--- src/rtl/if_id_buf_pkg.sv ---
// Shared constants and types for the IF->ID instruction buffer.
// These values mirror the NOP, zero, no-interrupt and hold codes used across the pipeline.
package if_id_buf_pkg;

  localparam logic [31:0] INST_NOP  = 32'h0000_0013;
  localparam logic [31:0] ZERO_WORD = 32'h0000_0000;
  localparam logic [7:0]  INT_NONE  = 8'h00;

  localparam int unsigned HOLD_FLAG_W = 3;
  typedef logic [HOLD_FLAG_W-1:0] hold_flag_t;
  localparam hold_flag_t HOLD_IF = 3'b010;

  // Any hold code at or above the IF level freezes the decode-side pop.
  function automatic logic hold_blocks_pop(input hold_flag_t flag);
    return (flag >= HOLD_IF);
  endfunction

endpackage

--- src/rtl/gen_ring_mem.sv ---
// DEPTH x W register array with one write port and one combinational read port.
// The array is not reset; occupancy tracking lives in the owner.
module gen_ring_mem #(
  parameter int unsigned DEPTH = 2,
  parameter int unsigned W     = 32
) (
  input  logic                     clk,
  input  logic                     we,
  input  logic [$clog2(DEPTH)-1:0] waddr,
  input  logic [W-1:0]             wdata,
  input  logic [$clog2(DEPTH)-1:0] raddr,
  output logic [W-1:0]             rdata
);

  logic [W-1:0] mem [DEPTH];

  always_ff @(posedge clk) begin
    if (we) mem[waddr] <= wdata;
  end

  assign rdata = mem[raddr];

endmodule

--- src/rtl/if_id_buf.sv ---
// IF->ID stage buffer: DEPTH-entry FIFO ring with valid/ready on both sides,
// flushed on redirect; decode-side pop is gated by the pipeline hold code.
module if_id_buf
  import if_id_buf_pkg::*;
#(
  parameter int unsigned DEPTH  = 2,
  parameter int unsigned INST_W = 32,
  parameter int unsigned ADDR_W = 32,
  parameter int unsigned INT_W  = 8
) (
  input  logic                         clk,
  input  logic                         rst,
  input  logic                         flush_i,
  input  hold_flag_t                   hold_flag_i,
  input  logic                         in_valid_i,
  output logic                         in_ready_o,
  input  logic [INST_W-1:0]            inst_i,
  input  logic [ADDR_W-1:0]            inst_addr_i,
  input  logic [INT_W-1:0]             int_flag_i,
  input  logic                         qed_vld_i,
  output logic                         out_valid_o,
  input  logic                         out_ready_i,
  output logic [INST_W-1:0]            inst_o,
  output logic [ADDR_W-1:0]            inst_addr_o,
  output logic [INT_W-1:0]             int_flag_o,
  output logic                         qed_vld_o,
  output logic [$clog2(DEPTH+1)-1:0]   count_o
);

  localparam int unsigned PW = $clog2(DEPTH);
  localparam int unsigned CW = $clog2(DEPTH+1);
  localparam int unsigned EW = 1 + INT_W + ADDR_W + INST_W;

  logic [PW-1:0] wr_ptr;
  logic [PW-1:0] rd_ptr;
  logic [CW-1:0] count;
  logic          full;
  logic          empty;
  logic          hold_en;
  logic          push;
  logic          pop;
  logic [EW-1:0] wdata;
  logic [EW-1:0] rdata;

  assign full    = (count == CW'(DEPTH));
  assign empty   = (count == '0);
  assign hold_en = hold_blocks_pop(hold_flag_i);

  // Readiness depends only on registered occupancy, never on out_ready_i.
  assign in_ready_o  = !full;
  assign out_valid_o = !empty;

  assign push = in_valid_i & in_ready_o & !flush_i;
  assign pop  = out_valid_o & out_ready_i & !hold_en & !flush_i;

  assign wdata = {qed_vld_i, int_flag_i, inst_addr_i, inst_i};

  gen_ring_mem #(
    .DEPTH (DEPTH),
    .W     (EW)
  ) u_mem (
    .clk   (clk),
    .we    (push),
    .waddr (wr_ptr),
    .wdata (wdata),
    .raddr (rd_ptr),
    .rdata (rdata)
  );

  always_ff @(posedge clk or negedge rst) begin
    if (!rst) begin
      wr_ptr <= '0;
      rd_ptr <= '0;
      count  <= '0;
    end else if (flush_i) begin
      wr_ptr <= '0;
      rd_ptr <= '0;
      count  <= '0;
    end else begin
      if (push) wr_ptr <= wr_ptr + PW'(1);
      if (pop)  rd_ptr <= rd_ptr + PW'(1);
      if (push && !pop)      count <= count + CW'(1);
      else if (pop && !push) count <= count - CW'(1);
    end
  end

  // Empty reads are masked so stale array contents never leave the block.
  assign inst_o      = empty ? INST_W'(INST_NOP)  : rdata[INST_W-1:0];
  assign inst_addr_o = empty ? ADDR_W'(ZERO_WORD) : rdata[INST_W +: ADDR_W];
  assign int_flag_o  = empty ? INT_W'(INT_NONE)   : rdata[INST_W+ADDR_W +: INT_W];
  assign qed_vld_o   = rdata[EW-1] & out_valid_o;
  assign count_o     = count;

endmodule
--- config.mk ---
export PLATFORM = sky130hd
export DESIGN_NAME = if_id_buf
export DESIGN_NICKNAME = d
export VERILOG_FILES = /design/src/rtl/if_id_buf_pkg.sv /design/src/rtl/gen_ring_mem.sv /design/src/rtl/if_id_buf.sv
export SDC_FILE = /design/constraint.sdc
export NUM_CORES = 1
export LEC_CHECK = 0
export CORE_ASPECT_RATIO = 0.9
export CORE_UTILIZATION = 51
export CTS_BUF_LIST = sky130_fd_sc_hd__clkbuf_8 sky130_fd_sc_hd__clkbuf_16
export CTS_CLUSTER_DIAMETER = 150
export DETAILED_ROUTE_END_ITERATION = 16
export HOLD_SLACK_MARGIN = 0.15
export PLACE_DENSITY_LB_ADDON = 0.05
export SLEW_MARGIN = 20
export SYNTH_ARGS = -nofsm -noshare
export SYNTH_HDL_FRONTEND = slang
export SYNTH_SLANG_ARGS = --single-unit
--- constraint.sdc ---
create_clock -name clk -period 13.4 [get_ports clk]
set_input_delay 4.02 -clock clk [delete_from_list [all_inputs] [get_ports clk]]
set_output_delay 4.02 -clock clk [all_outputs]
set_load 0.02 [all_outputs]
---- Word-level counts from Yosys, hierarchy flattened ----
Memory sizes are Yosys's and may differ from the RTL's.
Index checks and enable logic that the tools add are counted.
word-level totals
  memories kept ........................... 1
  register bits after elaboration ......... 4
  output and inout port bits .............. 77
  input bits .............................. 81
  bits in writable memories ............... 146
cells by class
  muxes and demuxes ....................... 12
  equal/unequal tests ..................... 1
  order comparisons ....................... 1
  reduce and logical (&&, ||, !) cells .... 12
  bitwise gates (word level) .............. 6
  add/sub/neg operators ................... 4
memories
  memory     depth  bits a word  rd ports  clocked after memory_dff  write ports  RTL line            source
  u_mem.mem  2      73           1         0                         1            gen_ring_mem.sv:15  logic [W-1:0] mem [DEPTH];
operators by type and width
  operator                                                            count
  two-way mux 32 bit                                                  2
  two-way mux 8 bit                                                   1
  AND 1 bit                                                           6
  zero test 1 bit                                                     6
  two-way mux 1 bit                                                   6
  two-way mux 2 bit                                                   3
  nonzero test 2 bit                                                  2
  greater-or-equal comparator 3 x 2 -> 1 bit (second input constant)  1
  nonzero test 3 bit                                                  1
  adder 1 bit (second input constant)                                 2
  adder 2 x 1 -> 2 bit (second input constant)                        1
  == test 2 bit (second input constant)                               1
  logical AND 1 bit                                                   2
  zero test 2 bit                                                     1
  subtractor 2 x 1 -> 2 bit (second input constant)                   1

---- Depth between registers and ports, before layout ----
Gate-level depths: netlist of run 1.
  depth in word-level cells ............... 9
  depth in mapped cells ................... 4
  depth with buffers taken out ............ 4

---- By module ----
From an unflattened synthesis of run 1, not the netlist that was laid out.
second synthesis, totals
  cells, all modules ...................... 336
  area total of the unflattened synthesis .. 6344.8 um^2
by module, submodules not included
  module        sequential area each (um^2)  area an instance (um^2)  cells each  instances
  gen_ring_mem  4384.2                       5632.9                   229         1
  if_id_buf     100.1                        711.9                    107         1

---- Worst setup path before layout of run 1 ----
OpenSTA, ideal clock, no wires.
  path kind ............................... in2reg
  start point ............................. input in_valid_i
  end point ............................... memory u_mem.mem[1][0] (netlist name) (enable)
  slack ................................... 3378 ps
  setup time .............................. 608 ps
  path buffers ............................ 0
  data arrival time ....................... 9414 ps
  stages .................................. 2
  cell sequence ........................... nand2_1 nor3b_1
on the way
  longest elaborated chain between the ends .. 4
ends and longest elaborated chain
  item                                     RTL line            source
  start, declared                          if_id_buf.sv:15     input logic in_valid_i,
  AND 1 bit (2 in a row)                   if_id_buf.sv:53     assign push = in_valid_i & in_ready_o & !flush_i;
  two-way mux 1 bit                        gen_ring_mem.sv:18  if (we) mem[waddr] <= wdata;
  two-way mux 1 bit (implied by the code)  gen_ring_mem.sv:18
  end, declared                            gen_ring_mem.sv:15
No other way between the ends.

---- Worst setup path after layout of run 1 ----
  start point ............................. register rd_ptr
  end point ............................... output inst_addr_o[12]
on the way
  longest elaborated chain between the ends .. 2
ends and longest elaborated chain
  item                    RTL line         source
  start, declared         if_id_buf.sv:35  logic [PW-1:0] rd_ptr;
  start signal, assigned  if_id_buf.sv:81  if (pop) rd_ptr <= rd_ptr + PW'(1);
  memory (2 x 73 bit)     n/a
  two-way mux 32 bit      if_id_buf.sv:89  assign inst_addr_o = empty ? ADDR_W'(ZERO_WORD) : rdata[INST_W +: ADDR_W];
  end, declared           if_id_buf.sv:24  output logic [ADDR_W-1:0] inst_addr_o,
No other way between the ends.

==> flow_summary.json, run 1 <==
{
  "status": "finished clean",
  "worstPathArrival_ns": 2.93,
  "finalPower_mw": 1.15,
  "hp-class": "reg2reg",
  "synth.area.mux_share_pct": 12.8,
  "top_level_ports": 158,
  "cts_max_path_buffers": 2,
  "reg2reg_to": "u_mem.mem[0][37]",
  "hpwl_mm": 6.40,
  "yosysSeqAreaShare_pct": 78.6,
  "ys_warn_count": 0,
  "synth_top_area_cell": "edfxtp_1",
  "cts-hold-fix-buffers": 0,
  "synth.net_count": 417,
  "numCtsBuffers": 17,
  "ys.flop_type": "edfxtp_1",
  "nNetsFinal": 581,
  "cp_cell_sequence": "buf_4 > mux2i_1 > nor2_1 > clkdlybuf4s50_1",
  "yosys_register_bits": 150,
  "die_w_um": 113,
  "clock_skew_ns": 0.00662,
  "cp-startpoint": "rd_ptr",
  "synth_edf_count": 146,
  "netlist_area_um2": 5700,
  "postCtsSetupBuffers": 0,
  "synthToLayoutAreaGrowth_pct": 40.7,
  "cts_resized": 0,
  "grt_pass1_wl_mm": 16.7,
  "drive_gt1_share_pct": 7.03,
  "num_vias": 3328,
  "rrSetupSlack_ns": 11.23,
  "finalSetupViolCount": 0,
  "finalHoldViolCount": 0,
  "drv.max_cap_violation_count": 0,
  "synth-adder-area-share_pct": 0,
  "clk_latency_ns": 0.41,
  "antenna_found_initial": 0,
  "crit_slowest_cell": "buf_4",
  "r2r_cells": 5,
  "grt_use_met1_pct": 22.6,
  "synth.avg_cell_area_um2": 17.0,
  "htree_levels": 4,
  "numClockSinks": 150,
  "core_um2": 10900,
  "use_met2_pct": 33.8,
  "synth_top_family_by_area": "multiplexers",
  "routed_via_density": 5.01,
  "synth-xor-area-share_pct": 0,
  "synth-simple-area-share_pct": 6.12,
  "die_h_um": 102,
  "grt.busiest_layer": "met2",
  "max_freq_mhz": 144,
  "cp_max_fo": 53,
  "cts_root_buffer": "clkbuf_16",
  "async_reset_ff_share_pct": 2.67,
  "critPathKind": "reg2out",
  "totalWireLength_mm": 11.1,
  "grt.met3_usage_pct": 8.66,
  "syn_inst": 336,
  "overflow": 0,
  "crit_required_ns": 9.38,
  "p_per_area_nw_per_um2": 143,
  "synthDistinctLibCells": 21,
  "slew_headroom_pct": 34.1,
  "std_cell_rows": 36,
  "drcViolationCount": 0,
  "crit_family": "buffers and inverters",
  "grt_max_degree": 75,
  "synth_compound_area_share_pct": 0.856,
  "endpoint": "inst_addr_o[12]",
  "crit_path_start_kind": "register",
  "synth.most_common_cell": "edfxtp_1",
  "cp_num_buf_inv": 2,
  "path_depth": 4,
  "crit_path_max_incr_delay_ns": 0.79,
  "ys_top_cells_by_area": "edfxtp_1, mux2i_1, nor2_1, dfrtp_1, buf_2",
  "final.setup.tns_ns": 0,
  "grt_usage_pct": 20.0,
  "maxSlewViolCount": 0,
  "design.die.area_um2": 11600,
  "rr_startpoint": "count_o[1]",
  "p_leak_nw": 2.62,
  "rsz0062_at_grt": "false",
  "crit_path_end_kind": "output port",
  "grt_pass1_vias": 3331,
  "cts_tree": "yes",
  "n_antenna_cell": 0,
  "fin_crit_ns": 6.95,
  "drt_iter0_drc": 246,
  "fin_crit_sh_pct": 51.9,
  "antenna_left": 0,
  "vdd_ir_drop_max_mv": 0.108,
  "avgRoutedWirePerCell_um": 16.7,
  "ys_top_cells_by_count": "edfxtp_1, mux2i_1, nor2_1",
  "initial_core_util_pct": 52.5,
  "io_buffers": 156,
  "gp_congestion": 0.777,
  "clk_pin_slew_ns": 0.05,
  "tightest_slew_ns": 0.989,
  "yosys.area.top_type_share_pct": 76.9,
  "firstDrtPassIters": 4
}
-- registers in the layout, summed over array words and instances, names as in the netlist --
name / cells
count_o: 2
rd_ptr: 1
u_mem.mem: 146
wr_ptr: 1
-- cells by family after synthesis --
group / count (synthesis)
flops: 150
simple gates: 85
compound gates: 9
mux: 73
buf+inv: 19
-- where the power goes --
group / internal (mW) / switching, mW / leakage [nW]
Clock: 0.305 / 0.169 / 0.293
Sequential: 0.536 / 0.00579 / 1.39
Combinational: 0.0650 / 0.0698 / 0.934
Total: 0.906 / 0.244 / 2.62
-- metrics by stage --
stage	hold WS, ns	instance area, um^2	worst slack, ns	util, %	instances
2_1_floorplan	0.512	5700	3.38	-	336
3_3_place_gp	0.564	7430	6.89	68.5	633
3_5_place_dp	0.576	7430	6.89	68.5	633
4_1_cts	0.591	8030	6.39	73.9	664
5_1_grt	0.610	8030	6.26	73.9	664
6_report	0.601	8030	6.45	73.9	664
-- worst min path at each step --
stage,startpoint,endpoint,slack [ns],depth (start not counted)
global route,wr_ptr,wr_ptr,0.61,2
finish,wr_ptr,wr_ptr,0.60,2
floorplan,rd_ptr,rd_ptr,0.51,2
detailed placement,wr_ptr,wr_ptr,0.58,2
global placement,wr_ptr,wr_ptr,0.56,2
CTS,wr_ptr,wr_ptr,0.59,2
-- cell usage in the layout, fill, tap and decap left out, types with 2 or more instances in the layout --
cell type,synthesis,layout
mux2i_1,73,73
nand2_1,5,5
edfxtp_1,146,146
bufinv_16,0,4
clkinv_1,0,4
inv_1,3,4
clkbuf_16,0,17
a21oi_1,3,3
nor2_1,71,70
clkinv_2,0,4
buf_4,3,5
or3_1,2,2
o21ai_0,4,4
dfrtp_1,4,3
clkdlybuf4s50_1,0,156
-- area by class of cell --
class | count | area (um^2)
Multi-Input combinational cell | 167 | 1150
Clock inverter | 14 | 166
Timing Repair Buffer | 161 | 1600
Sequential cell | 150 | 4490
Tap cell | 152 | 190
Fill cell | 713 | 2830
Clock buffer | 17 | 425
Inverter | 3 | 11.3
-- worst min-delay path, delay by kind of cell (launching register included) --
family	cells	cell delay [ns]
DFF	1	0.41
AOI/OAI and AO/OA	2	0.16
-- metal layers --
metal  vias to the layer above  share of wire (%)
met5                         -                  0
met4                         0                1.4
met3                        15                7.5
met2                       120                 50
met1                      1616                 41
li1                       1577                  -
No activity file was read; power rests on OpenSTA's default activity.
==> run 2: changes to the inputs <==
--- a/config.mk
+++ b/config.mk
@@ -6,7 +6,7 @@
 export NUM_CORES = 1
 export LEC_CHECK = 0
 export CORE_ASPECT_RATIO = 0.9
-export CORE_UTILIZATION = 51
+export CORE_UTILIZATION = 48
 export CTS_BUF_LIST = sky130_fd_sc_hd__clkbuf_8 sky130_fd_sc_hd__clkbuf_16
 export CTS_CLUSTER_DIAMETER = 150
 export DETAILED_ROUTE_END_ITERATION = 16
==> constraint.sdc (replaced) <==
create_clock -name clk -period 6.64 [get_ports clk]
set_input_delay 1.992 -clock clk [delete_from_list [all_inputs] [get_ports clk]]
set_output_delay 1.992 -clock clk [all_outputs]
set_load 0.02 [all_outputs]
==> run 2 against run 1 <==
  * Cell count rose by 0.60%
  * Critical path depth is the same
  * Clock-buffer cell count did not move
  * Largest cell class unchanged
  * Highest routed layer unchanged
==> flow_summary.json, run 2 (synthesis gave the netlist of run 1 again) <==
{
  "status": "finished clean",
  "die_w_um": 117,
  "worstPathArrival_ns": 2.92,
  "tightest_slew_ns": 1.01,
  "routed_via_density": 4.95,
  "drcViolationCount": 0,
  "design.die.area_um2": 12300,
  "largest_register_ffs": 146,
  "overflow": 0,
  "gp_congestion": 0.661,
  "cts_tree": "yes",
  "p_per_area_nw_per_um2": 298,
  "largest_register": "u_mem.mem",
  "pre_cts_ws_ns": 2.16,
  "drt_iter0_drc": 129,
  "cp_cell_sequence": "buf_4 > mux2i_1 > nor2_1 > clkdlybuf4s50_1",
  "cp_max_fo": 49,
  "maxSlewViolCount": 0,
  "rsz0062_at_grt": "false",
  "cts_root_buffer": "clkbuf_16",
  "core_um2": 11500,
  "firstDrtPassIters": 4,
  "cp_num_buf_inv": 2,
  "postCtsSetupBuffers": 0,
  "finalSetupViolCount": 0,
  "numClockSinks": 150,
  "htree_levels": 4,
  "clk_pin_slew_ns": 0.06,
  "antenna_left": 0,
  "grt_usage_pct": 19.0,
  "p_leak_nw": 2.64,
  "setup_ws_ns": 1.72,
  "drive_gt1_share_pct": 7.62,
  "layout_common_cells": "clkdlybuf4s50_1, edfxtp_1, mux2i_1",
  "slew_headroom_pct": 32.5,
  "vdd_ir_drop_max_mv": 0.188,
  "finalHoldViolCount": 0,
  "avgRoutedWirePerCell_um": 16.7,
  "std_cell_rows": 37,
  "grt_max_degree": 74,
  "n_antenna_cell": 0,
  "max_freq_mhz": 203,
  "crit_slowest_cell": "dfrtp_4",
  "grt_pass1_wl_mm": 16.9,
  "crit_path_max_incr_delay_ns": 0.99,
  "crit_path_start_kind": "register",
  "die_h_um": 105,
  "hp-class": "reg2reg",
  "io_buffers": 156,
  "post-route-util_pct": 70.6,
  "clk_latency_ns": 0.41,
  "numCtsBuffers": 17,
  "final_common_cell": "clkdlybuf4s50_1",
  "finalPower_mw": 2.42,
  "critPathKind": "reg2out",
  "synthToLayoutAreaGrowth_pct": 42.1,
  "grt_pass1_vias": 3389,
  "crit_path_end_kind": "output port",
  "antenna_found_initial": 0,
  "cts_max_path_buffers": 2,
  "clock_skew_ns": 0.00440,
  "nNetsFinal": 580,
  "fin_crit_sh_pct": 74.0,
  "cts_resized": 0,
  "crit_required_ns": 4.65,
  "num_vias": 3305,
  "crit_family": "buffers and inverters",
  "totalWireLength_mm": 11.1,
  "top_level_ports": 158,
  "cts-hold-fix-buffers": 0,
  "initial_core_util_pct": 49.7,
  "final.setup.tns_ns": 0,
  "hpwl_mm": 6.65,
  "fin_crit_ns": 4.92,
  "drv.max_cap_violation_count": 0
}
==> run 2: area by class of cell <==
class                           count  area, um^2
Clock inverter                     15         234
Timing Repair Buffer              160        1590
Clock buffer                       17         425
Tap cell                          156         195
Sequential cell                   150        4490
Multi-Input combinational cell    167        1160
Inverter                            3        11.3
Fill cell                         823        3380
==> run 2: through the flow <==
stage	std cells	hold WS, ns	area (um^2)
final	668	0.629	8100
after CTS	668	0.630	8100
after floorplan	336	0.512	5710
after global routing	668	0.659	8100
after global placement	636	0.603	7440
after detailed placement	636	0.611	7440
==> run 2: final timing paths <==
path	startpoint	to	slack, ns	depth (start not counted)
min in group asynchronous	rst	rd_ptr	1.79	1
setup / recovery	rd_ptr	inst_addr_o[21]	1.72	4
setup reg to reg	count_o[1]	u_mem.mem[1][41]	4.35	5
max in group asynchronous	rst	rd_ptr	4.65	1
hold reg to reg	wr_ptr	wr_ptr	0.63	2
hold / removal	wr_ptr	wr_ptr	0.63	2
==> run 2: worst reg2reg max path, cell delays in order, from the launching register on <==
cell,delay [ns]
dfrtp_1,0.44
nor2b_1,0.20
inv_1,0.09
nand2_1,0.13
nor3b_4,0.21
buf_4,0.78
==> run 2: per-layer routing <==
layer / up-vias / wire length [um] / share of wire (%) / track usage, %
met4: 0 / 189 / 1.7 / 8.68
met1: 1607 / 4580 / 41 / 22.6
li1: 1576 / - / - / -
met5: - / 0 / 0 / 0
met3: 17 / 730 / 6.6 / 5.64
met2: 105 / 5640 / 51 / 31.5
==> run 2: power breakdown <==
| part | switching [mW] | internal [mW] |
|---|---|---|
| Combinational | 0.139 | 0.132 |
| Clock | 0.352 | 0.699 |
| Sequential | 0.0145 | 1.08 |
| Total | 0.505 | 1.91 |
==> run 3: changes to the inputs <==
--- a/config.mk
+++ b/config.mk
@@ -6,7 +6,7 @@
 export NUM_CORES = 1
 export LEC_CHECK = 0
 export CORE_ASPECT_RATIO = 0.9
-export CORE_UTILIZATION = 48
+export CORE_UTILIZATION = 43
 export CTS_BUF_LIST = sky130_fd_sc_hd__clkbuf_8 sky130_fd_sc_hd__clkbuf_16
 export CTS_CLUSTER_DIAMETER = 150
 export DETAILED_ROUTE_END_ITERATION = 16
==> constraint.sdc (replaced) <==
create_clock -name clk -period 4.4 [get_ports clk]
set_input_delay 1.32 -clock clk [delete_from_list [all_inputs] [get_ports clk]]
set_output_delay 1.32 -clock clk [all_outputs]
set_load 0.02 [all_outputs]
==> run 3 against run 2 <==
  * Register-to-register slack got worse by 1.8 ns
  * Setup slack got worse by 1.1 ns
  * Wire length rose by 0.51%
  * Cell count rose by 1.5%
==> flow_summary.json, run 3 (synthesis gave the netlist of run 1 again) <==
{
  "avgRoutedWirePerCell_um": 16.5,
  "numClockSinks": 150,
  "crit_required_ns": 3.08,
  "clock_skew_ns": 0.00770,
  "htree_levels": 4,
  "p_int_mw": 2.59,
  "p_leak_nw": 2.63,
  "top_level_ports": 158,
  "slew_headroom_pct": 62.8,
  "cts_resized": 0,
  "fin_crit_sh_pct": 86.1,
  "std_cell_rows": 39,
  "drcViolationCount": 0,
  "finalSetupViolCount": 0,
  "status": "finished clean",
  "tightest_slew_ns": 0.557,
  "wl_met3_um": 711,
  "clk_latency_ns": 0.42,
  "grt_usage_pct": 17.0,
  "io_buffers": 156,
  "worstPathArrival_ns": 2.47,
  "firstDrtPassIters": 4,
  "postCtsSetupBuffers": 0,
  "largest_register": "u_mem.mem",
  "setup_ws_ns": 0.610,
  "grt_pass1_wl_mm": 16.9,
  "maxSlewViolCount": 0,
  "n_antenna_cell": 0,
  "finalInstanceArea_um2": 8040,
  "pre_cts_ws_ns": 1.03,
  "final.setup.tns_ns": 0,
  "rsz0062_at_grt": "false",
  "hpwl_mm": 6.66,
  "core_um2": 12800,
  "overflow": 0,
  "antenna_left": 0,
  "vdd_ir_drop_max_mv": 0.263,
  "cts_tree": "yes",
  "combPwrFrac_pct": 12.6,
  "largest_register_ffs": 146,
  "finalHoldViolCount": 0,
  "die_w_um": 123,
  "met2_length_mm": 5.79,
  "crit_path_start_kind": "register",
  "power_frac_seq_pct": 49.7,
  "power_frac_clock_pct": 37.6,
  "cts-hold-fix-buffers": 0,
  "drv.max_cap_violation_count": 0,
  "wl_met1_mm": 4.60,
  "layout_common_cells": "clkdlybuf4s50_1, edfxtp_1, mux2i_1",
  "design.die.area_um2": 13700,
  "die_h_um": 111,
  "cts_root_buffer": "clkbuf_16",
  "fin_crit_ns": 3.79,
  "p_per_area_nw_per_um2": 413,
  "clk_pin_slew_ns": 0.05,
  "routed_via_density": 4.92,
  "max_freq_mhz": 264,
  "final_common_cell": "clkdlybuf4s50_1",
  "grt_max_degree": 74,
  "totalWireLength_mm": 11.2,
  "critPathKind": "reg2out",
  "place_area_um2": 7530,
  "switching_share_pct": 22.0,
  "nNetsFinal": 583,
  "antenna_found_initial": 0,
  "crit_path_end_kind": "output port",
  "gp_congestion": 0.703,
  "grt_pass1_vias": 3375,
  "num_vias": 3333,
  "hp-class": "reg2reg",
  "numCtsBuffers": 17,
  "drive_gt1_share_pct": 6.42,
  "p_switching_mw": 0.730,
  "topRoutingLayerUsed": "met4",
  "cts_max_path_buffers": 2,
  "initial_core_util_pct": 44.4,
  "cp_max_fo": 30,
  "synthToLayoutAreaGrowth_pct": 40.9,
  "drt_iter0_drc": 249
}
==> run 3: cell types whose count changed in the layout (fill, tap and decap cells not counted) <==
cell	previous run	this run
clkinv_4	1	0
clkinvlp_4	3	0
inv_1	3	10
clkinv_1	2	3
buf_4	4	3
bufinv_16	6	1
buf_12	0	4
==> run 3: metrics by stage <==
stage          hold slack [ns]  util, %  instances  total power, mW
6_report                 0.619     62.6        678             3.32
5_1_grt                  0.654     62.6        678             3.44
4_1_cts                  0.620     62.6        678             3.36
3_5_place_dp             0.612     58.7        647             2.10
3_3_place_gp             0.603     58.7        647             2.10
2_1_floorplan            0.512        -        336             1.86
==> run 3: worst paths after layout <==
path / start / to / depth (start not counted) / slack, ns
max in group asynchronous: rst / rd_ptr / 1 / 3.08
min in group asynchronous: rst / wr_ptr / 1 / 1.12
worst min register to register: wr_ptr / wr_ptr / 2 / 0.62
worst max register to register: count_o[1] / u_mem.mem[1][30] / 5 / 2.52
worst min-delay path: wr_ptr / wr_ptr / 2 / 0.62
worst max-delay path: rd_ptr / qed_vld_o / 4 / 0.61
==> run 3: layer usage <==
layer	global-route usage [%]	up-vias
met1	19.6	1636
met3	5.71	7
met5	0	-
met2	28.5	104
li1	-	1586
met4	7.47	0
==> run 3: final cells by class <==
cell class	count	area [um^2]
clock inverter	14	82.6
timing repair buffer	163	1660
sequential	150	4490
clock buffer	17	425
inverter	3	11.3
tap	164	205
multi-input combinational	167	1160
fill	969	4800
==> run 3: worst max-delay path, cell delays in order (launching register included) <==
cell	delay, ns
dfrtp_4	0.77
buf_4	0.39
mux2i_1	0.12
nor2_1	0.12
clkdlybuf4s50_1	0.62
==> run 3: power by group through the flow <==
stage / clock [mW] / sequential, mW / combinational [mW]
6_report: 1.25 / 1.65 / 0.419
5_1_grt: 1.34 / 1.65 / 0.451
4_1_cts: 1.28 / 1.65 / 0.427
3_5_place_dp: 0 / 1.68 / 0.424
3_3_place_gp: 0 / 1.68 / 0.421
2_1_floorplan: 0 / 1.67 / 0.189
